[config.mk]
export PLATFORM = sky130hd
export DESIGN_NAME = alu_mult_sequencer_flat
export DESIGN_NICKNAME = d
export VERILOG_FILES = /design/src/rtl/alu_mult_sequencer_if.sv /design/src/rtl/alu_mult_sequencer.sv /design/src/flat_wrapper.sv
export SDC_FILE = /design/constraint.sdc
export NUM_CORES = 1
export LEC_CHECK = 0
export BUFFER_PORTS_ARGS = -buffer_cell sky130_fd_sc_hd__buf_2
export CORE_UTILIZATION = 32
export CTS_BUF_LIST = sky130_fd_sc_hd__clkbuf_8
export CTS_CLUSTER_DIAMETER = 40
export CTS_CLUSTER_SIZE = 16
export DETAILED_ROUTE_END_ITERATION = 12
export PLACE_DENSITY_LB_ADDON = 0.25
export SLEW_MARGIN = 0
export SYNTH_ARGS = -nofsm -noshare
export SYNTH_HDL_FRONTEND = slang
export SYNTH_SLANG_ARGS = --single-unit
[constraint.sdc]
create_clock -name clk -period 13.08 [get_ports clk]
set_clock_uncertainty 0.2 [all_clocks]
set_input_delay 1.962 -clock clk [delete_from_list [all_inputs] [get_ports clk]]
set_output_delay 1.962 -clock clk [all_outputs]
set_load 0.1 [all_outputs]
[src/rtl/alu_mult_sequencer_if.sv]
// alu_mult_sequencer_if
//   Groups the request/response handshake of the multiplier and the
//   operand/opSel/result bus it shares with the execute-stage ALU.
//   Ports (seen from the sequencer, modport slave):
//     in : start, multiplicand, multiplier, aluResult, aluZero
//     out: busy, done, product, aluOperand1, aluOperand2, aluOpSel
//   modport master is the mirror image (requester plus ALU side).
interface alu_mult_sequencer_if #(
  parameter int data_width = 32,
  parameter int sel_width  = 4
);
  logic                  start;
  logic [data_width-1:0] multiplicand;
  logic [data_width-1:0] multiplier;
  logic                  busy;
  logic                  done;
  logic [data_width-1:0] product;
  logic [data_width-1:0] aluOperand1;
  logic [data_width-1:0] aluOperand2;
  logic [sel_width-1:0]  aluOpSel;
  logic [data_width-1:0] aluResult;
  logic                  aluZero;

  modport slave (
    input  start, multiplicand, multiplier, aluResult, aluZero,
    output busy, done, product, aluOperand1, aluOperand2, aluOpSel
  );

  modport master (
    output start, multiplicand, multiplier, aluResult, aluZero,
    input  busy, done, product, aluOperand1, aluOperand2, aluOpSel
  );
endinterface

[src/rtl/alu_mult_sequencer.sv]
// alu_mult_sequencer
//   Shift-and-add unsigned multiplier that owns no arithmetic of its own:
//   every add and shift is issued to the shared ALU and the result is
//   captured on the following rising edge. Returns (A*B) mod 2^data_width.
//   Ports:
//     clk    : rising-edge clock
//     reset  : asynchronous, active-high; forces IDLE and clears product
//     mul_if : alu_mult_sequencer_if.slave (request/response + ALU bus)
module alu_mult_sequencer #(
  parameter int data_width = 32,
  parameter int sel_width  = 4
) (
  input  logic                  clk,
  input  logic                  reset,
  alu_mult_sequencer_if.slave   mul_if
);

  localparam logic [2:0] S_IDLE = 3'd0;
  localparam logic [2:0] S_ADD  = 3'd1;
  localparam logic [2:0] S_SHL  = 3'd2;
  localparam logic [2:0] S_SHR  = 3'd3;
  localparam logic [2:0] S_FIN  = 3'd4;

  localparam logic [sel_width-1:0] OP_ADD = sel_width'(4'b0000);
  localparam logic [sel_width-1:0] OP_SLL = sel_width'(4'b0111);
  localparam logic [sel_width-1:0] OP_SRL = sel_width'(4'b1000);

  localparam logic [data_width-1:0] ONE = {{(data_width-1){1'b0}}, 1'b1};

  logic [2:0]            r_state;
  logic [2:0]            w_state_next;
  logic [data_width-1:0] r_m;        // multiplicand, shifted left each bit
  logic [data_width-1:0] r_q;        // multiplier bits not yet consumed
  logic [data_width-1:0] r_acc;      // partial product
  logic [data_width-1:0] r_product;
  logic [data_width-1:0] w_op1;
  logic [data_width-1:0] w_op2;
  logic [sel_width-1:0]  w_sel;

  // ALU drive: quiet (0 + 0) whenever no operation is in flight.
  always_comb begin
    w_op1 = '0;
    w_op2 = '0;
    w_sel = OP_ADD;
    case (r_state)
      S_ADD: begin
        w_op1 = r_acc;
        w_op2 = r_m;
        w_sel = OP_ADD;
      end
      S_SHL: begin
        w_op1 = r_m;
        w_op2 = ONE;
        w_sel = OP_SLL;
      end
      S_SHR: begin
        w_op1 = r_q;
        w_op2 = ONE;
        w_sel = OP_SRL;
      end
      default: ;
    endcase
  end

  // After shifting Q right, the ALU's zero flag says no multiplier bits
  // remain, and result bit 0 decides whether the next step adds.
  always_comb begin
    w_state_next = r_state;
    case (r_state)
      S_IDLE: begin
        if (mul_if.start) begin
          if (mul_if.multiplier == '0)
            w_state_next = S_FIN;
          else if (mul_if.multiplier[0])
            w_state_next = S_ADD;
          else
            w_state_next = S_SHL;
        end
      end
      S_ADD: w_state_next = S_SHL;
      S_SHL: w_state_next = S_SHR;
      S_SHR: begin
        if (mul_if.aluZero)
          w_state_next = S_FIN;
        else if (mul_if.aluResult[0])
          w_state_next = S_ADD;
        else
          w_state_next = S_SHL;
      end
      S_FIN:   w_state_next = S_IDLE;
      default: w_state_next = S_IDLE;
    endcase
  end

  always_ff @(posedge clk or posedge reset) begin
    if (reset) begin
      r_state   <= S_IDLE;
      r_m       <= '0;
      r_q       <= '0;
      r_acc     <= '0;
      r_product <= '0;
    end else begin
      r_state <= w_state_next;
      case (r_state)
        S_IDLE: begin
          if (mul_if.start) begin
            r_m   <= mul_if.multiplicand;
            r_q   <= mul_if.multiplier;
            r_acc <= '0;
            // A zero multiplier skips straight to FIN with a zero product.
            if (mul_if.multiplier == '0)
              r_product <= '0;
          end
        end
        S_ADD: r_acc <= mul_if.aluResult;
        S_SHL: r_m   <= mul_if.aluResult;
        S_SHR: begin
          r_q <= mul_if.aluResult;
          if (mul_if.aluZero)
            r_product <= r_acc;
        end
        default: ;
      endcase
    end
  end

  assign mul_if.busy        = (r_state != S_IDLE);
  assign mul_if.done        = (r_state == S_FIN);
  assign mul_if.product     = r_product;
  assign mul_if.aluOperand1 = w_op1;
  assign mul_if.aluOperand2 = w_op2;
  assign mul_if.aluOpSel    = w_sel;

endmodule

[src/flat_wrapper.sv]
// flat-port wrapper written by rule: the top's interface ports become plain ports
module alu_mult_sequencer_flat 
#(
  parameter int data_width = 32,
  parameter int sel_width  = 4
)
  (clk, reset, mul_if_start, mul_if_multiplicand, mul_if_multiplier, mul_if_aluResult, mul_if_aluZero, mul_if_busy, mul_if_done, mul_if_product, mul_if_aluOperand1, mul_if_aluOperand2, mul_if_aluOpSel);
  alu_mult_sequencer_if #(.data_width(data_width), .sel_width(sel_width)) mul_if_i ();
  input  logic clk;
  input  logic reset;
  input wire logic [$bits(mul_if_i.start)-1:0] mul_if_start;
  input wire logic [$bits(mul_if_i.multiplicand)-1:0] mul_if_multiplicand;
  input wire logic [$bits(mul_if_i.multiplier)-1:0] mul_if_multiplier;
  input wire logic [$bits(mul_if_i.aluResult)-1:0] mul_if_aluResult;
  input wire logic [$bits(mul_if_i.aluZero)-1:0] mul_if_aluZero;
  output wire logic [$bits(mul_if_i.busy)-1:0] mul_if_busy;
  output wire logic [$bits(mul_if_i.done)-1:0] mul_if_done;
  output wire logic [$bits(mul_if_i.product)-1:0] mul_if_product;
  output wire logic [$bits(mul_if_i.aluOperand1)-1:0] mul_if_aluOperand1;
  output wire logic [$bits(mul_if_i.aluOperand2)-1:0] mul_if_aluOperand2;
  output wire logic [$bits(mul_if_i.aluOpSel)-1:0] mul_if_aluOpSel;
  assign mul_if_i.start = mul_if_start;
  assign mul_if_i.multiplicand = mul_if_multiplicand;
  assign mul_if_i.multiplier = mul_if_multiplier;
  assign mul_if_i.aluResult = mul_if_aluResult;
  assign mul_if_i.aluZero = mul_if_aluZero;
  assign mul_if_busy = mul_if_i.busy;
  assign mul_if_done = mul_if_i.done;
  assign mul_if_product = mul_if_i.product;
  assign mul_if_aluOperand1 = mul_if_i.aluOperand1;
  assign mul_if_aluOperand2 = mul_if_i.aluOperand2;
  assign mul_if_aluOpSel = mul_if_i.aluOpSel;
  alu_mult_sequencer #(.data_width(data_width), .sel_width(sel_width)) u_core (.clk(clk), .reset(reset), .mul_if(mul_if_i));
endmodule
# After elaboration in Yosys (flattened, before gate mapping)
# Cells that the tools add are included.
totals:
  ramBits: 0
  mem_count: 0
  latchBits: 0
  ff_bits: 131
  mem_bits_ro: 0
  out_inout_bits: 102
  in_bits: 100
  word_cells: 42
op_classes:
  reduce_logical: 11
  div: 0
  n_shift: 0
  order_cmp: 0
  bitwise: 0
  addsub: 0
  eq_ne: 7
  n_mul: 0
  n_mux: 19
ops:
  columns: ["op", "n"]
  rows:
  - ["one-hot mux 32 bit (2 select lines)", 5]
  - ["two-way mux 32 bit", 6]
  - ["one-hot mux 32 bit (3 select lines)", 1]
  - ["logical NOT 32 bit", 1]
  - ["one-hot mux 3 bit (4 select lines)", 1]
  - ["two-way mux 3 bit", 3]
  - ["one-hot mux 4 bit (2 select lines)", 1]
  - ["equality test 3 x 2 -> 1 bit, second input constant", 2]
  - ["AND reduction 2 bit", 3]
  - ["nonzero test 2 bit", 3]
  - ["two-way mux 2 bit", 2]
  - ["inequality test 2 bit, second input constant", 2]
  - ["AND reduction 4 bit", 1]
  - ["equality test 3 x 1 -> 1 bit, second input constant", 1]
  - ["equality test 3 bit, second input constant", 1]
  - ["logical NOT 3 bit", 1]
  - ["nonzero test 3 bit", 1]
  - ["inequality test 2 x 1 -> 1 bit, second input constant", 1]
  - ["OR reduction 2 bit", 1]

# Logic depth before layout (Yosys ltp)
# Gate-level depths: netlist (run 1).
depth:
  word_depth: 4
  mapped_depth: 8
  mapped_depth_nobuf: 4

# Least setup slack after synthesis (run 1)
# No wires, ideal clock.
synth_timing:
  path_type: "flip-flop to output port"
  startpoint: "reg u_core.r_state[0]"
  endpoint: "out mul_if_aluOpSel[1]"
  slack_ns: 8.288
  path_buffers: 5
  t_arrival_ns: 2.630
  path_stages_with_launch: 8
  required_ns: 10.918
  path_cell_list: "dfrtp_1 > buf_6 > nor2b_1 > clkbuf_1 > nor2b_1 > buf_2 > clkbuf_1 > buf_4"
synth_between:
  elab_chain_len: 2
synth_lines:
  columns: ["element", "line_no", "rtl"]
  rows:
  - ["start: declaration", "alu_mult_sequencer.sv:30", "logic [2:0] r_state;"]
  - ["start signal: assignment", "alu_mult_sequencer.sv:103", "r_state <= w_state_next;"]
  - ["equality test 3 x 2 -> 1 bit", "alu_mult_sequencer.sv:45", "case (r_state)"]
  - ["one-hot mux 4 bit (2 select lines) (*)", "alu_mult_sequencer.sv:45", null]
  - ["end: declaration", "flat_wrapper.sv:21", "output wire logic [$bits(mul_if_i.aluOpSel)-1:0] mul_if_aluOpSel;"]
# Every way passes the cells marked *; elsewhere a longest branch is shown, timed or not.

# Final worst setup path (run 1)
layout_timing:
  startpoint: "reg u_core.r_state[2]"
  endpoint: "out mul_if_aluOperand2[6]"
layout_between:
  elab_chain_len: 3
layout_lines:
  columns: ["element", "line_no", "rtl"]
  rows:
  - ["equality test 3 x 2 -> 1 bit", "alu_mult_sequencer.sv:45", null]
  - ["OR reduction 2 bit (no source line)", null, null]
  - ["one-hot mux 32 bit (2 select lines) (*)", "alu_mult_sequencer.sv:45", null]
  - ["end: declaration", "flat_wrapper.sv:20", "output wire logic [$bits(mul_if_i.aluOperand2)-1:0] mul_if_aluOperand2;"]
# Marked as above.

==> results of run 1 <==
## path summary, 6_finish.rpt
kind | startpoint | to | slack, ns
min in group asynchronous | reset | u_core.r_m[7] | 1.35
min reg2reg | u_core.r_acc[31] | u_core.mul_if.product[31] | 0.30
min | u_core.r_acc[31] | u_core.mul_if.product[31] | 0.30
max | u_core.r_state[2] | mul_if_aluOperand2[6] | 8.20
max reg2reg | u_core.r_state[0] | u_core.r_q[3] | 9.43
max in group asynchronous | reset | u_core.r_state[1] | 9.82
## cells by family (layout without fill, tap and decap cells)
logic type | after synthesis | after routing | synth area share, %
buffers and inverters | 69 | 243 | 5.87
AO/OA/AOI/OAI | 165 | 165 | 14.3
AND/OR/NAND/NOR | 284 | 284 | 17.8
flip-flops | 131 | 131 | 47.5
multiplexers | 96 | 96 | 14.5
## metrics by stage
step           hold WS [ns]  utilization, %  setup slack, ns  std cells  instance area (um2)
2_1_floorplan         0.267               -             7.42        745                 6900
3_3_place_gp          0.287            37.7             8.60       1162                 7960
3_5_place_dp          0.291            37.7             8.58       1162                 7960
4_1_cts               0.311            39.7             8.18       1194                 8380
5_1_grt               0.341            39.7             8.07       1194                 8380
6_report              0.303            39.7             8.20       1194                 8380
## synth_stat cells, drive strengths merged, types with 2 or more instances
master,number,area (um2)
nand2,195,732
and2,3,18.8
a22oi,32,240
nor4,9,71.3
mux2,32,360
nor2,38,159
clkbuf,45,169
and3,31,194
nor2b,2,12.5
dfrtp,131,3280
a21oi,2,10.0
inv,2,7.51
buf,22,229
o21ai,128,716
mux2i,64,641
nand4,2,12.5
## routing by layer
metal	GRT usage, %	part of all wire [%]	up-vias
met4	4.80	0.61	0
met2	34.3	48	174
met3	4.04	4.6	8
met5	0	0	-
met1	28.0	47	2885
li1	-	-	2888
## registers in the layout, indices dropped and copies added (netlist names)
signal	cells
u_core.r_acc	32
u_core.mul_if.product	32
u_core.r_m	32
u_core.r_state	3
u_core.r_q	32
## cell type report
cell class,instances,area (um2)
Inverter,2,12.5
Clock inverter,15,190
Fill cell,2166,12700
Timing Repair Buffer,209,1070
Clock buffer,17,234
Tap cell,275,344
Multi-Input combinational cell,545,3250
Sequential cell,131,3280
## critical path: cells and delay by family, from the launching register on
family                 cells  cell delay [ns]
DFF                        1             0.78
buffers and inverters      1             0.43
and+or+nand+nor            2             1.05
==> impl_metrics.tcl, run 1 <==
set metrics [dict create \
    setup_tns_ns 0 \
    syn_area_um2 6900 \
    die-width_um 149 \
    synth.avg_cell_area_um2 9.27 \
    cp_slowest_stage_delay_ns 0.80 \
    startpoint_type "flop" \
    min_period_ns 4.88 \
    io_pins 202 \
    crit_required_ns 10.92 \
    clk_latency_ns 0.44 \
    cts_buffers 17 \
    cts_tree "yes" \
    dieArea_um2 22200 \
    grt_start_max_net_pins 73 \
    grt_usage_pct 20.8 \
    cts.htree.levels 4 \
    slew_violations 0 \
    path_cells "nor2_4 -> and3_1 -> buf_2" \
    tightest_slew_ns 1.05 \
    grt_pass1_wl_mm 34.7 \
    critical_path_class "reg2out" \
    mostFrequentLayoutCells "buf_2 (201), nand2_1 (193), dfrtp_1 (128), o21ai_0 (68), mux2i_1 (64)" \
    rr_worst_depth 6 \
    nNetsFinal 1006 \
    drtAntennaViolNets 0 \
    relSlewSlack_pct 29.6 \
    grt_setup_unrepaired "false" \
    synth_cells 745 \
    syn_nets 845 \
    post_cts_resized 0 \
    seq_area_frac_synth_pct 47.5 \
    clk_path_buf_depth 2 \
    synth-seq-cells 131 \
    core-area_um2 21100 \
    drc 0 \
    rows 53 \
    post_cts_buffers 0 \
    path_clk_slew_ns 0.08 \
    ys.warnings.count 0 \
    setup_viol 0 \
    hp-class "reg2reg" \
    end_kind "output pin" \
    first_global_vias 5894 \
    status "completed" \
    antenna_found_initial 0 \
    hpwlAfterDp_mm 13.9 \
    area_growth_pct 21.4 \
    cts_root_buf "clkbuf_8" \
    routedWlPerCell_um 18.7 \
    cts_hold_buf 0 \
    cp.arrival_ns 2.72 \
    viasPerCell 4.99 \
    portBuffers 201 \
    via_count 5955 \
    drt_iter0_markers 302 \
    cap_violations 0 \
    ys_types 31 \
    cp_max_fo 40 \
    initial_core_util_pct 32.7 \
    async_flop_share_pct 100 \
    layout_commonest_cell "buf_2" \
    num_antenna_cells 0 \
    gp_congestion 0.735 \
    gr-total-overflow 0 \
    wirelength_mm 22.3 \
    ys.flop_type "dfrtp_1" \
    clock.fmax_mhz 205 \
    hold_viol 0 \
    cts_sinks 131 \
    fp.dieH_um 149 \
    layout-drive-gt1-share_pct 33.3 \
    synth-edff-count 0 \
    dr.pass1.iters 4 \
    period_share_pct 37.3 \
    cp_slowest_cell "nor2_4" \
    hold_depth 2 \
]
Power of run 1 is left out: the tool's default activity adds up to more than one toggle a clock period on the data nets, which glitch-free logic cannot reach.
==> run 2, diff against run 1 <==
==> constraint.sdc (replaced) <==
create_clock -name clk -period 4.8 [get_ports clk]
set_clock_uncertainty 0.2 [all_clocks]
set_input_delay 0.72 -clock clk [delete_from_list [all_inputs] [get_ports clk]]
set_output_delay 0.72 -clock clk [all_outputs]
set_load 0.1 [all_outputs]
==> impl_metrics.tcl, run 2 (synthesized netlist as in run 1, its figures left out) <==
set metrics [dict create \
    grt_pass1_wl_mm 33.4 \
    cts_hold_buf 0 \
    initial_core_util_pct 32.7 \
    portBuffers 201 \
    grt_start_max_net_pins 106 \
    viasPerCell 5.00 \
    fp.dieH_um 149 \
    rr_worst_depth 5 \
    drtAntennaViolNets 0 \
    via_count 5978 \
    timing.rr.end "u_core.r_q[3]" \
    hp-class "in2async" \
    cap_violations 0 \
    wl_met2_mm 9.94 \
    area_growth_pct 21.8 \
    setup_tns_ns 0 \
    crit_required_ns 3.88 \
    cts_sinks 131 \
    post_cts_resized 0 \
    slew_violations 0 \
    post_cts_buffers 0 \
    wirelength_mm 21.8 \
    rr_startpoint "u_core.r_state[2]" \
    layout_commonest_cell "buf_2" \
    gr-total-overflow 0 \
    cts_buffers 17 \
    drc 0 \
    end_kind "output pin" \
    status "completed" \
    cts_root_buf "clkbuf_8" \
    first_global_vias 5659 \
    tightest_slew_ns 1.01 \
    top_layer "met4" \
    clk_path_buf_depth 2 \
    crit_start "u_core.r_state[1]" \
    dieArea_um2 22200 \
    dr.pass1.iters 5 \
    path_cells "nor2b_4 -> a22oi_1 -> nor2_1 -> buf_2" \
    period_share_pct 79.2 \
    wl_met1_mm 10.6 \
    die-width_um 149 \
    rows 53 \
    nNetsFinal 1007 \
    core-area_um2 21100 \
    setup_viol 0 \
    cp.arrival_ns 2.88 \
    grt_usage_pct 19.9 \
    drt_iter0_markers 322 \
    cp_max_fo 33 \
    clock.fmax_mhz 263 \
    startpoint_type "flop" \
    antenna_found_initial 1 \
    cp_slowest_stage_delay_ns 0.92 \
    routedWlPerCell_um 18.2 \
    cts_tree "yes" \
    hpwlAfterDp_mm 14.3 \
    layout-drive-gt1-share_pct 33.4 \
    grt_setup_unrepaired "false" \
    cts.htree.levels 4 \
    hold_viol 0 \
    io_pins 202 \
    gp_congestion 0.766 \
    mostFrequentLayoutCells "buf_2 (201), nand2_1 (193), dfrtp_1 (128), o21ai_0 (68), mux2i_1 (64)" \
    cp-endpoint "mul_if_aluOperand1[22]" \
    critical_path_class "reg2out" \
    relSlewSlack_pct 32.8 \
    cp_slowest_cell "nor2b_4" \
    path_clk_slew_ns 0.08 \
    dr_wl_met3_um 978 \
    r2r_slack_ns 1.64 \
    min_period_ns 3.80 \
    fillers 2189 \
    clk_latency_ns 0.44 \
]
run 2: worst min path at each step:
stage,start,slack (ns),cells after the start,endpoint
final,reset,0.27,2,u_core.r_m[7]
after global routing,mul_if_aluResult[19],0.28,3,u_core.r_q[19]
after CTS,mul_if_aluResult[6],0.28,3,u_core.r_q[6]
after detailed placement,u_core.r_acc[8],0.29,2,u_core.mul_if.product[8]
after global placement,u_core.r_acc[17],0.29,2,u_core.mul_if.product[17]
after floorplan,u_core.r_acc[12],0.27,2,u_core.mul_if.product[12]
run 2: per-layer routing:
metal | track usage (%) | vias to the layer above
met3 | 3.21 | 24
met1 | 28.5 | 2884
met4 | 5.46 | 0
li1 | - | 2888
met2 | 30.9 | 182
met5 | 0 | -
run 2: worst max-delay path, delay by kind of cell (launching register included):
kind | cells | cell delay, ns
buffers and inverters | 1 | 0.45
DFF | 1 | 0.71
and+or+nand+nor | 2 | 1.06
AOI/OAI and AO/OA | 1 | 0.22
run 2: layout make-up:
type / count / area [um2] / area share, %
sequential: 131 / 3280 / 39.0
antenna: 1 / 2.50 / 0.0298
multi-input combinational: 545 / 3250 / 38.7
timing repair buffer: 210 / 1090 / 12.9
inverter: 2 / 12.5 / 0.149
clock inverter: 12 / 156 / 1.86
tap: 275 / 344 / 4.09
clock buffer: 20 / 275 / 3.27
run 2: per-stage QoR:
stage	area (um2)	worst slack (ns)	hold WS (ns)	std cells	util [%]
global route	8410	0.808	0.278	1196	39.9
CTS	8410	0.947	0.284	1195	39.9
global placement	7980	1.50	0.287	1163	37.8
detailed placement	7980	1.45	0.289	1163	37.8
finish	8410	0.998	0.269	1196	39.9
floorplan	6900	0.382	0.267	745	-
Power of run 2 is left out for the same reason.
==> run 3, diff against run 2 <==
==> constraint.sdc (replaced) <==
create_clock -name clk -period 3.8 [get_ports clk]
set_clock_uncertainty 0.2 [all_clocks]
set_input_delay 0.57 -clock clk [delete_from_list [all_inputs] [get_ports clk]]
set_output_delay 0.57 -clock clk [all_outputs]
set_load 0.1 [all_outputs]
==> impl_metrics.tcl, run 3 (synthesized netlist as in run 1, its figures left out) <==
set metrics [dict create \
    regArea_um2 3280 \
    postLayoutCellArea_um2 8450 \
    fp.dieH_um 149 \
    setup_tns_ns 0 \
    clk_path_buf_depth 2 \
    cap_violations 0 \
    area_growth_pct 22.3 \
    cts_root_buf "clkbuf_8" \
    grt_pass1_wl_mm 34.8 \
    dp_slack_ns 0.707 \
    fillers 2138 \
    relSlewSlack_pct 43.1 \
    drt_iter0_markers 298 \
    cts_tree "yes" \
    dieArea_um2 22200 \
    num_antenna_cells 0 \
    cts.htree.levels 4 \
    cts_sinks 131 \
    period_share_pct 89.1 \
    min_period_ns 3.39 \
    portBuffers 201 \
    slew_violations 0 \
    clock.fmax_mhz 295 \
    path_cells "buf_4 -> nor2_4 -> and3_1 -> buf_2" \
    post_cts_buffers 0 \
    dr.pass1.iters 5 \
    cts_hold_buf 0 \
    die-width_um 149 \
    stdcell_count 1198 \
    core-area_um2 21100 \
    cp.arrival_ns 2.62 \
    grt_setup_unrepaired "false" \
    postPlaceCellArea_um2 8080 \
    clk_latency_ns 0.44 \
    hp-class "in2async" \
    antenna_found_initial 0 \
    status "completed" \
    drtAntennaViolNets 0 \
    multi_input_area_um2 3250 \
    numPlacedInstances 1168 \
    layout_commonest_cell "buf_2" \
    cp_slowest_stage_delay_ns 0.67 \
    drc 0 \
    initial_core_util_pct 32.7 \
    wirelength_mm 22.4 \
    gp_congestion 0.764 \
    setup_viol 0 \
    worst_slack_ns 0.415 \
    via_count 5879 \
    viasPerCell 4.91 \
    post_cts_resized 0 \
    startpoint_type "flop" \
    grt_start_max_net_pins 71 \
    first_global_vias 5961 \
    critical_path_class "reg2out" \
    nNetsFinal 1012 \
    cp_slowest_cell "nor2_4" \
    r2r_slack_ns 0.89 \
    routedWlPerCell_um 18.7 \
    hpwlAfterDp_mm 14.9 \
    tightest_slew_ns 0.853 \
    path_clk_slew_ns 0.07 \
    hold_viol 0 \
    gr-total-overflow 0 \
    io_pins 202 \
    cts_buffers 17 \
    layout-drive-gt1-share_pct 33.4 \
    crit_required_ns 3.03 \
    end_kind "output pin" \
    mostFrequentLayoutCells "buf_2 (198), nand2_1 (193), dfrtp_1 (128), o21ai_0 (68), mux2i_1 (64)" \
    rows 53 \
    cp_max_fo 33 \
    grt_usage_pct 21.0 \
]
run 3: area by class of cell:
| type | instances | area share [%] |
|---|---|---|
| clock inverters | 8 | 0.726 |
| clock buffers | 22 | 3.59 |
| flip-flops and latches | 131 | 38.9 |
| multi-input cells | 545 | 38.5 |
| well taps | 275 | 4.07 |
| repair buffers | 215 | 14.1 |
| inverters | 2 | 0.133 |
run 3: worst max-delay path: cells and delay by family (launching register included):
| family | cells | cell delay [ns] |
|---|---|---|
| AND/OR/NAND/NOR | 2 | 0.93 |
| buffers and inverters | 2 | 0.69 |
| flip-flops | 1 | 0.55 |
run 3: path summary, 6_finish.rpt:
kind                                      from                         to  depth (start not counted)
min in group clk           mul_if_aluResult[7]              u_core.r_q[7]                          3
max in group asynchronous                reset              u_core.r_m[4]                          3
setup reg to reg             u_core.r_state[0]   u_core.mul_if.product[5]                          5
hold / removal                           reset             u_core.r_q[27]                          2
setup / recovery             u_core.r_state[1]     mul_if_aluOperand2[13]                          4
hold reg to reg               u_core.r_acc[31]  u_core.mul_if.product[31]                          2
run 3: routing by layer:
layer  routed length, um  share of wire [%]  GRT usage (%)
met5                   0                  0              0
met4                 300                1.3           6.12
met3                1040                4.7           4.28
met2               10800                 48           34.5
met1               10300                 46           27.9
run 3: through the flow:
step           hold WS [ns]  util [%]
2_1_floorplan         0.267         -
3_3_place_gp          0.285      38.3
3_5_place_dp          0.290      38.3
4_1_cts              0.0841      40.0
5_1_grt               0.115      40.0
6_report             0.0756      40.0
Power of run 3 is left out for the same reason.
